--- src/rtl/rx_frame_manager.sv ---
// Receive-side frame manager: classifies decoded frames, buffers accepted ones in a
// first-word-fall-through FIFO, schedules ACK/NAK requests and keeps saturating statistics.
module rx_frame_manager #(
   parameter int PAYLOAD_W = 128,
   parameter int ID_W      = 2,
   parameter int DEPTH     = 4,
   parameter int CNT_W     = 8,
   parameter bit BCAST_EN  = 1'b1
) (
   input  logic                     clk,
   input  logic                     rst,
   input  logic [ID_W-1:0]          my_id,
   input  logic                     frame_valid,
   input  logic                     crc_error,
   input  logic [ID_W-1:0]          dest_id,
   input  logic [ID_W-1:0]          src_id,
   input  logic [PAYLOAD_W-1:0]     payload,
   input  logic                     rd_en,
   output logic                     out_valid,
   output logic [ID_W-1:0]          out_src,
   output logic                     out_bcast,
   output logic [PAYLOAD_W-1:0]     out_payload,
   output logic [$clog2(DEPTH):0]   buf_count,
   output logic                     ack_req,
   output logic                     ack_nak,
   output logic [ID_W-1:0]          ack_dest,
   input  logic                     ack_gnt,
   output logic                     ack_lost,
   input  logic                     clr_stats,
   output logic [CNT_W-1:0]         cnt_ok,
   output logic [CNT_W-1:0]         cnt_crc,
   output logic [CNT_W-1:0]         cnt_addr,
   output logic [CNT_W-1:0]         cnt_ovf
);

   localparam int AW = $clog2(DEPTH);
   localparam int CW = AW + 1;

   typedef enum logic {IDLE, REQ} state_t;

   function automatic logic [CNT_W-1:0] sat_inc(input logic [CNT_W-1:0] v);
      return (&v) ? v : v + CNT_W'(1);
   endfunction

   logic                 fv_q;
   logic                 evt, addr_me, bcast, match, pop, full, push;
   logic                 inc_ok, inc_crc, inc_addr, inc_ovf;
   logic                 ack_ev, ack_ev_nak;
   logic [AW-1:0]        rd_ptr, wr_ptr;
   logic [CW-1:0]        count;
   logic [PAYLOAD_W-1:0] mem_payload [DEPTH];
   logic [ID_W-1:0]      mem_src     [DEPTH];
   logic                 mem_bcast   [DEPTH];
   state_t               state;

   // Event detection and classification
   always_comb begin
      evt        = frame_valid & ~fv_q;
      addr_me    = (dest_id == my_id);
      // A frame addressed to this node by its own ID is unicast even if that ID is all-ones.
      bcast      = BCAST_EN && (&dest_id) && !addr_me;
      match      = addr_me || bcast;
      pop        = rd_en && (count != '0);
      full       = (count == CW'(DEPTH)) && !pop;
      push       = 1'b0;
      inc_ok     = 1'b0;
      inc_crc    = 1'b0;
      inc_addr   = 1'b0;
      inc_ovf    = 1'b0;
      ack_ev     = 1'b0;
      ack_ev_nak = 1'b0;
      if (evt) begin
         if (crc_error) begin
            inc_crc    = 1'b1;
            ack_ev     = addr_me;
            ack_ev_nak = 1'b1;
         end else if (!match) begin
            inc_addr   = 1'b1;
         end else if (!full) begin
            push       = 1'b1;
            inc_ok     = 1'b1;
            ack_ev     = !bcast;
         end else begin
            inc_ovf    = 1'b1;
            ack_ev     = !bcast;
            ack_ev_nak = 1'b1;
         end
      end
   end

   // Frame buffer
   always_ff @(posedge clk) begin
      if (rst) begin
         fv_q   <= 1'b0;
         rd_ptr <= '0;
         wr_ptr <= '0;
         count  <= '0;
         for (int i = 0; i < DEPTH; i++) begin
            mem_payload[i] <= '0;
            mem_src[i]     <= '0;
            mem_bcast[i]   <= 1'b0;
         end
      end else begin
         fv_q <= frame_valid;
         if (push) begin
            mem_payload[wr_ptr] <= payload;
            mem_src[wr_ptr]     <= src_id;
            mem_bcast[wr_ptr]   <= bcast;
            wr_ptr              <= wr_ptr + AW'(1);
         end
         if (pop)
            rd_ptr <= rd_ptr + AW'(1);
         case ({push, pop})
            2'b10:   count <= count + CW'(1);
            2'b01:   count <= count - CW'(1);
            default: count <= count;
         endcase
      end
   end

   assign out_valid   = (count != '0);
   assign out_payload = mem_payload[rd_ptr];
   assign out_src     = mem_src[rd_ptr];
   assign out_bcast   = mem_bcast[rd_ptr];
   assign buf_count   = count;

   // Statistics counters: clear beats a coincident increment
   always_ff @(posedge clk) begin
      if (rst || clr_stats) begin
         cnt_ok   <= '0;
         cnt_crc  <= '0;
         cnt_addr <= '0;
         cnt_ovf  <= '0;
      end else begin
         if (inc_ok)   cnt_ok   <= sat_inc(cnt_ok);
         if (inc_crc)  cnt_crc  <= sat_inc(cnt_crc);
         if (inc_addr) cnt_addr <= sat_inc(cnt_addr);
         if (inc_ovf)  cnt_ovf  <= sat_inc(cnt_ovf);
      end
   end

   // Ack request FSM
   always_ff @(posedge clk) begin
      if (rst) begin
         state    <= IDLE;
         ack_req  <= 1'b0;
         ack_nak  <= 1'b0;
         ack_dest <= '0;
         ack_lost <= 1'b0;
      end else begin
         case (state)
            IDLE: begin
               if (ack_ev) begin
                  state    <= REQ;
                  ack_req  <= 1'b1;
                  ack_nak  <= ack_ev_nak;
                  ack_dest <= src_id;
               end
            end
            REQ: begin
               if (ack_gnt) begin
                  if (ack_ev) begin
                     ack_nak  <= ack_ev_nak;
                     ack_dest <= src_id;
                  end else begin
                     state   <= IDLE;
                     ack_req <= 1'b0;
                  end
               end else if (ack_ev) begin
                  ack_lost <= 1'b1;
               end
            end
            default: begin
               state   <= IDLE;
               ack_req <= 1'b0;
            end
         endcase
         if (clr_stats)
            ack_lost <= 1'b0;
      end
   end

endmodule

--- config.mk ---
export PLATFORM = sky130hd
export DESIGN_NAME = rx_frame_manager
export DESIGN_NICKNAME = d
export VERILOG_FILES = /design/src/rtl/rx_frame_manager.sv
export SDC_FILE = /design/constraint.sdc
export NUM_CORES = 1
export LEC_CHECK = 0
export CAP_MARGIN = 0
export CORE_MARGIN = 3
export CORE_UTILIZATION = 60
export DETAILED_ROUTE_END_ITERATION = 6
export PLACE_DENSITY_LB_ADDON = 0.25
export SYNTH_ARGS = -nofsm -noshare
export SYNTH_HDL_FRONTEND = slang
export SYNTH_SLANG_ARGS = --single-unit
--- constraint.sdc ---
create_clock -name clk -period 27.1 [get_ports clk]
set_clock_uncertainty 0.2 [all_clocks]
set_input_delay 4.065 -clock clk [delete_from_list [all_inputs] [get_ports clk]]
set_output_delay 4.065 -clock clk [all_outputs]
set_load 0.02 [all_outputs]
; Word-level counts from Yosys, hierarchy flattened
; Memories as Yosys holds them, arrays and structs flattened. A register that Yosys moved wholly into a read port is not among the register bits.
; Cells that the tools add are included.
[classes]
n_addsub = 8
eq_ne = 7
mux = 52
bitwise = 8
n_reduce_logical = 25
[ops]
columns = cell, count
row1 = $mux 128, 1
row2 = $reduce_or 128->1, 1
row3 = $mux 1, 34
row4 = $add 8x1->8 const B, 4
row5 = $reduce_and 8->1, 4
row6 = $mux 2, 12
row7 = $reduce_and 2->1, 5
row8 = $not 1->1, 7
row9 = $ne 2x2->1 const B, 3
row10 = $pmux 1 s2, 3
row11 = $pmux 3 s2, 1
row12 = $reduce_and 3->1, 2
row13 = $add 2x1->2 const B, 2
row14 = $pmux 2 s2, 1
row15 = $reduce_or 2->1, 2
row16 = $add 3x1->3 const B, 1
row17 = $eq 3x3->1 const B, 1
row18 = $logic_and 1x1->1, 3
row19 = $logic_not 1->1, 3
row20 = $reduce_bool 3->1, 1
row21 = $sub 3x1->3 const B, 1
row22 = $eq 2x1->1 const B, 1
row23 = $eq 2x2->1, 1
row24 = $eq 2x2->1 const B, 1
row25 = 4 further kinds, 5
[word_totals]
reg_bits = 46
ramBits = 524
inputBits = 141
out_inout_bits = 172
wordCells = 116
mem_count = 3
[memory_table]
columns = memory, depth, width, rd, rd_ports_with_merged_regs, wr, line
row1 = mem_payload, 4, 128, 1, 1, 4, 51  ; logic [PAYLOAD_W-1:0] mem_payload [DEPTH];
row2 = mem_src, 4, 2, 1, 1, 4, 52  ; logic [ID_W-1:0] mem_src [DEPTH];
row3 = mem_bcast, 4, 1, 1, 1, 4, 53  ; logic mem_bcast [DEPTH];

; Logic depth before layout (Yosys ltp)
; Gate-level depths: netlist of run 1.
[logic_depth]
ltp_word = 13
depth_mapped = 11

; Worst setup path before layout of run 1
; OpenSTA, ideal clock, no wires.
[synth_path]
path_kind = input to register
start = in crc_error
end = mem mem_bcast[1] (enable)
t_arrival_ns = 14.020
t_required_ns = 26.098
slack_ns = 12.078
path_stages = 5
n_path_buf = 0
cell_sequence = nor3b_4 -> nand2b_2 -> nor3_4 -> nand2_1 -> o21ai_0
[synth_rtl]
columns = element, line
row1 = from (decl), 14  ; input logic crc_error,
row2 = to (decl), 53

==> results of run 1 <==
-- synth_stat cells (8+ instances only) --
cell type	count	area, sq um
nand4_1	9	56.3
nand3_1	16	80.1
buf_2	25	125
o31ai_1	14	105
xnor2_1	8	70.1
mux4_2	131	2950
nor2_1	29	109
and2_1	393	2460
buf_1	11	41.3
nand2_1	18	67.6
o21ai_0	13	65.1
or4_1	15	113
inv_1	11	41.3
and3_1	134	838
a21oi_1	27	135
edfxtp_1	524	15700
or3_1	8	50.1
clkbuf_1	71	267
dfxtp_1	48	961
-- worst min path at each step --
stage | slack (ns) | endpoint | startpoint | depth (start not counted)
CTS | 0.29 | ack_lost$_SDFFE_PP0P_ | ack_lost$_SDFFE_PP0P_ | 2
detailed placement | 0.27 | ack_lost$_SDFFE_PP0P_ | ack_lost$_SDFFE_PP0P_ | 2
global placement | 0.25 | ack_req$_SDFFE_PP0P_ | state$_SDFF_PP0_ | 1
floorplan | 0.25 | ack_req$_SDFFE_PP0P_ | state$_SDFF_PP0_ | 1
global route | 0.31 | ack_req$_SDFFE_PP0P_ | state$_SDFF_PP0_ | 1
finish | 0.29 | ack_req$_SDFFE_PP0P_ | state$_SDFF_PP0_ | 1
-- power groups by stage --
stage	clock (W)	combinational [W]	sequential, W
3_5_place_dp	0	0.000281	0.00103
6_report	0.000753	0.000279	0.00102
2_1_floorplan	0	0.000165	0.00103
3_3_place_gp	0	0.000279	0.00103
4_1_cts	0.000767	0.000283	0.00102
5_1_grt	0.000800	0.000294	0.00102
-- critical path, delay by kind of cell (launching register included) --
kind / cells / cell delay [ns]
buffers and inverters: 2 / 1.46
flip-flops: 1 / 0.96
multiplexers: 1 / 0.65
-- through the flow --
stage                     cell area, sq um  hold slack [ns]  utilization (%)  power, W
final                                30100            0.289             74.6   0.00205
after floorplan                      24800            0.249                -   0.00120
after global placement               28300            0.255             70.2   0.00131
after global routing                 30100            0.312             74.6   0.00211
after CTS                            30000            0.289             74.6   0.00207
after detailed placement             28300            0.270             70.2   0.00132
-- state kept, by name, summed over array words and instances (netlist names), 2 cells and up, named ones only --
name and count:
cnt_ok 8, mem_payload 512, ack_dest 2, cnt_crc 8, rd_ptr 2, mem_bcast 4, cnt_ovf 8, mem_src 8
buf_count 3, wr_ptr 2, cnt_addr 8
-- cells by family (layout without fill, tap and decap cells) --
family,count (synthesis),after routing,synth area share [%]
other,0,8,0
AO/OA/AOI/OAI,66,66,1.63
adder cells (fa/ha/maj),6,6,0.333
AND/OR/NAND/NOR,647,647,16.1
multiplexers,134,134,12.0
flip-flops,572,572,67.3
buffers and inverters,126,440,2.14
XOR/XNOR,12,12,0.424
-- per-layer routing --
metal | vias up | part of all wire [%] | track usage (%)
li1 | 6467 | - | -
met1 | 7191 | 38 | 33.6
met2 | 534 | 51 | 42.4
met3 | 112 | 8.0 | 5.67
met4 | 8 | 3.0 | 9.38
met5 | - | 0.090 | 0
-- cell type report --
type                       count  area, sq um
inverter                      12         45.0
antenna                        8         20.0
clock buffer                  76         1510
fill                        2450        10200
clock inverter                23          250
multi-input combinational    865         7620
tap                          525          657
sequential                   572        16700
timing repair buffer         329         3260
==> run_results.csv, run 1 <==
group,metric,value,unit
power_and_ir_drop,leakage,11.0,nW
cts,post-cts-setup-buffer-count,0,
routing,drtAntennaViolNets,0,
cts,clkSinkCount,572,
routing,avgViaCountPerCell,5.94,
power_and_ir_drop,clockPowerShare,36.8,%
routing,vias,14300,
setup_path,critPathCapture,"out_payload[87]",
global_route,grt_max_degree,261,
timing,period_share,29.4,%
floorplanning,die_height,209,microns
global_route,grt_pass1_wl,86000,microns
place,port_buffers,312,
cts,numCtsBuffers,55,
setup_path,worstSetupPathType,"flip-flop to primary output",
timing,finalSetupViolations,0,
flow_run,max_cap_viol_count,0,
min_path,hp-class,"flip-flop to flip-flop",
power_and_ir_drop,combPwrFrac,13.6,%
setup_path,cp.required,22.84,ns
final_layout,syn_to_final_growth,21.2,%
timing,fin_crit,7.97,ns
setup_path,cp-end-kind,"primary output",
power_and_ir_drop,pwr-share-seq,49.6,%
setup_path,slowest_stage,"dfxtp_4",
global_route,grt_overflow_total,0,
timing,tightest_slew,1.02,ns
power_and_ir_drop,p_sw_share,22.9,%
setup_path,cpPeakStageDelay,0.96,ns
global_route,grt_pass1_vias,15100,
place,pre_cts_ws,18.89,ns
place,dpl.hpwl,31200,microns
cts,cts_tree,"built",
cts,cts_hold_buf,0,
cts,cts_root_buf,"clkbuf_16",
floorplanning,start_util,61.6,%
global_route,antenna_found_initial,11,
place,gp_congestion,0.808,
floorplanning,ios,313,
synth,synth-edff-count,524,
setup_path,worstPathCellList,"buf_4 > mux4_2 > clkdlybuf4s50_1",
setup_path,r2r_setup_slack,23.21,ns
power_and_ir_drop,switchingPower,0.000469,W
floorplanning,die_w,209,microns
final_layout,instances_no_fill,2410,
floorplanning,die-area,0.0438,sq mm
setup_path,r2r-start,"fv_q$_SDFF_PP0_",
synth,syn_area_per_cell,15.9,sq um
setup_path,start_kind,"flip-flop",
outcome,status,"completed",
timing,fmax,125,MHz
routing,drt_pass1_iterations,5,
final_layout,drive_gt1_share,12.5,%
routing,drt_iter0_markers,1210,
final_layout,layout_common_cells,"edfxtp_1 (524), and2_1 (393), clkdlybuf4s50_1 (312)",
setup_path,cp_max_fo,49,
cts,clock_latency,0.59,ns
cts,clkTransAtPathRegs,0.06,ns
final_layout,layout_commonest_cell,"edfxtp_1",
power_and_ir_drop,vdd_drop_max,0.0000536,V
power_and_ir_drop,powerDensity,68.1,mW/mm^2
timing,setup_ws,19.13,ns
power_and_ir_drop,cellInternalPower,0.00158,W
routing,post-route-drc-count,0,
cts,cts_max_path_buffers,3,
timing,finalHoldViolations,0,
final_layout,fin_nets,1982,
routing,wl_per_cell,23.0,microns
synth,seq_area_frac_synth,67.3,%
floorplanning,fp-row-count,73,
synth,synth_area,0.0248,sq mm
cts,htreeDepth,2,
synth,syn_nets,1710,
synth,synth_ff_type,"edfxtp_1",
synth,synth_seq_cells,572,
synth,async_reset_ff_share,0,%
floorplanning,core-area,0.0403,sq mm
place,dp.cells,2303,
global_route,grt_usage,25.5,%
timing,rsz0062_at_grt,"false",
timing,slew_viol_final,0,
synth,ys_warn_count,0,
timing,relSlewSlack,31.8,%
synth,netlist_instances,1563,
setup_path,worst_r2r_endpoint,"mem_payload[0][103]$_SDFFCE_PN0P_",
timing,setup-tns-final,0,ns
synth,synth_cell_type_count,44,
cts,post_cts_resized,0,
routing,routed_wl,55500,microns
setup_path,rr_worst_depth,8,
setup_path,arrival,3.71,ns
Power figures use the tool's default switching activity.
==> inputs of run 2 (changes only) <==
--- a/config.mk
+++ b/config.mk
@@ -7,7 +7,7 @@
 export LEC_CHECK = 0
 export CAP_MARGIN = 0
 export CORE_MARGIN = 3
-export CORE_UTILIZATION = 60
+export CORE_UTILIZATION = 50
 export DETAILED_ROUTE_END_ITERATION = 6
 export PLACE_DENSITY_LB_ADDON = 0.25
 export SYNTH_ARGS = -nofsm -noshare
==> constraint.sdc (replaced) <==
create_clock -name clk -period 7.2 [get_ports clk]
set_clock_uncertainty 0.2 [all_clocks]
set_input_delay 1.08 -clock clk [delete_from_list [all_inputs] [get_ports clk]]
set_output_delay 1.08 -clock clk [all_outputs]
set_load 0.02 [all_outputs]
==> run 2 against run 1 <==
Effect of this change:
- combinational power rose to 3.8 times the previous value
- worst setup slack worse by 17 ns
- global-route usage down 3.8 points
- clock power rose to 3.7 times the previous value
- cell area up 0.57%
- wire length up 1.8%
- non-clock buffer count unchanged
- cell count up 5.4%
- largest power group unchanged
==> run_results.csv, run 2 (synthesis gave the netlist of run 1 again) <==
group,metric,value,unit
outcome,status,"completed",
cts,cts_tree,"built",
setup_path,slowest_stage,"buf_4",
cts,cts_root_buf,"clkbuf_16",
place,gp_congestion,0.820,
routing,vias,14300,
setup_path,rr_worst_depth,8,
cts,htreeDepth,2,
final_layout,layout_common_cells,"edfxtp_1 (524), and2_1 (393), clkdlybuf4s50_1 (312)",
final_layout,top_register,"mem_payload",
cts,post-cts-setup-buffer-count,0,
global_route,antenna_found_initial,7,
global_route,grt_usage,21.7,%
routing,avgViaCountPerCell,5.63,
place,placed_area,0.0285,sq mm
cts,clkSinkCount,572,
routing,drt_iter0_markers,1075,
power_and_ir_drop,powerDensity,253,mW/mm^2
setup_path,worstSetupPathType,"flip-flop to primary output",
floorplanning,die_height,229,microns
floorplanning,fp-row-count,80,
setup_path,start_kind,"flip-flop",
routing,wl_per_cell,22.2,microns
global_route,grt_pass1_vias,15100,
setup_path,worstPathCellList,"buf_4 > mux4_2 > clkdlybuf4s50_1",
final_layout,fin_nets,1985,
timing,rsz0062_at_grt,"false",
min_path,hp-class,"flip-flop to flip-flop",
routing,routed_wl,56500,microns
setup_path,cp_max_fo,48,
floorplanning,core-area,0.0483,sq mm
floorplanning,start_util,51.3,%
final_layout,drive_gt1_share,12.6,%
place,dpl.hpwl,31200,microns
timing,fmax,213,MHz
cts,clkTransAtPathRegs,0.06,ns
routing,post-route-drc-count,0,
setup_path,cpPeakStageDelay,0.87,ns
floorplanning,ios,313,
final_layout,syn_to_final_growth,21.9,%
min_path,hold_depth,2,
final_layout,layout_commonest_cell,"edfxtp_1",
power_and_ir_drop,leakage,11.0,nW
timing,slew_viol_final,0,
timing,finalSetupViolations,0,
place,dp.cells,2434,
final_layout,largest_reg_flops,512,
timing,fin_crit,4.69,ns
setup_path,cp_top_family,"buffers and inverters",
setup_path,arrival,3.41,ns
setup_path,cp_num_cells,3,
cts,post_cts_resized,0,
final_layout,instances_no_fill,2540,
place,port_buffers,312,
cts,clock_latency,0.60,ns
floorplanning,die_w,229,microns
flow_run,max_cap_viol_count,0,
global_route,grt_max_degree,132,
cts,cts_hold_buf,0,
timing,finalHoldViolations,0,
global_route,grt_overflow_total,0,
timing,period_share,65.1,%
timing,relSlewSlack,23.1,%
routing,drtAntennaViolNets,0,
setup_path,path_buf_inv,2,
setup_path,cp.required,5.92,ns
timing,tightest_slew,1.15,ns
cts,cts_max_path_buffers,3,
floorplanning,die-area,0.0523,sq mm
routing,drt_pass1_iterations,5,
power_and_ir_drop,vdd_drop_max,0.000192,V
final_layout,design_area,0.0302,sq mm
cts,numCtsBuffers,58,
setup_path,cp-end-kind,"primary output",
global_route,grt_pass1_wl,87700,microns
-- run 2: cell types whose count changed in the layout (fill, tap and decap cells not counted), sizes merged --
cell | previous run | this run
clkinv | 17 | 21
bufinv | 6 | 1
inv | 12 | 13
clkinvlp | 0 | 1
clkbuf | 76 | 79
diode | 8 | 3
-- run 2: worst paths after layout --
path,startpoint,end,slack (ns)
min reg2reg,ack_lost$_SDFFE_PP0P_,ack_lost$_SDFFE_PP0P_,0.28
max reg2reg,fv_q$_SDFF_PP0_,mem_payload[0][113]$_SDFFCE_PN0P_,3.32
min,ack_lost$_SDFFE_PP0P_,ack_lost$_SDFFE_PP0P_,0.28
max,flip-flop,out_payload[108],2.51
-- run 2: final cells by class --
type / instances / area, sq um
multi-input combinational: 865 / 7620
antenna: 3 / 7.51
inverter: 12 / 45.0
sequential: 572 / 16700
tap: 656 / 821
timing repair buffer: 329 / 3330
clock inverter: 24 / 133
clock buffer: 79 / 1580
fill: 3596 / 18100
-- run 2: where the power goes --
group | leakage, nW | internal, W | switching (W)
clock network | 0.835 | 0.00156 | 0.00121
registers | 5.85 | 0.00375 | 0.0000579
logic | 4.28 | 0.000532 | 0.000541
total | 11.0 | 0.00584 | 0.00181
-- run 2: routing by layer --
layer	vias to the layer above	global-route usage [%]	wire length [microns]	part of all wire, %
li1	6455	-	-	-
met3	91	5.63	4430	7.9
met1	7288	28.7	23100	41
met5	-	0	61	0.11
met2	465	36.0	27600	49
met4	8	5.84	1260	2.2
-- run 2: stage by stage --
| step | hold slack (ns) | power [W] | setup TNS, ns | setup slack, ns | utilization, % |
|---|---|---|---|---|---|
| 3_5_place_dp | 0.280 | 0.00497 | 0 | 1.94 | 59.0 |
| 3_3_place_gp | 0.258 | 0.00496 | 0 | 2.00 | 59.0 |
| 4_1_cts | 0.293 | 0.00773 | 0 | 2.35 | 62.5 |
| 2_1_floorplan | 0.249 | 0.00449 | -342.94 | -1.31 | - |
| 5_1_grt | 0.317 | 0.00792 | 0 | 2.21 | 62.5 |
| 6_report | 0.285 | 0.00765 | 0 | 2.51 | 62.5 |
-- run 2: worst reg2reg max path: cells and delay by family (launching register included) --
kind | cells | cell delay (ns)
simple gates | 5 | 1.60
flops | 1 | 0.34
buf+inv | 3 | 1.37
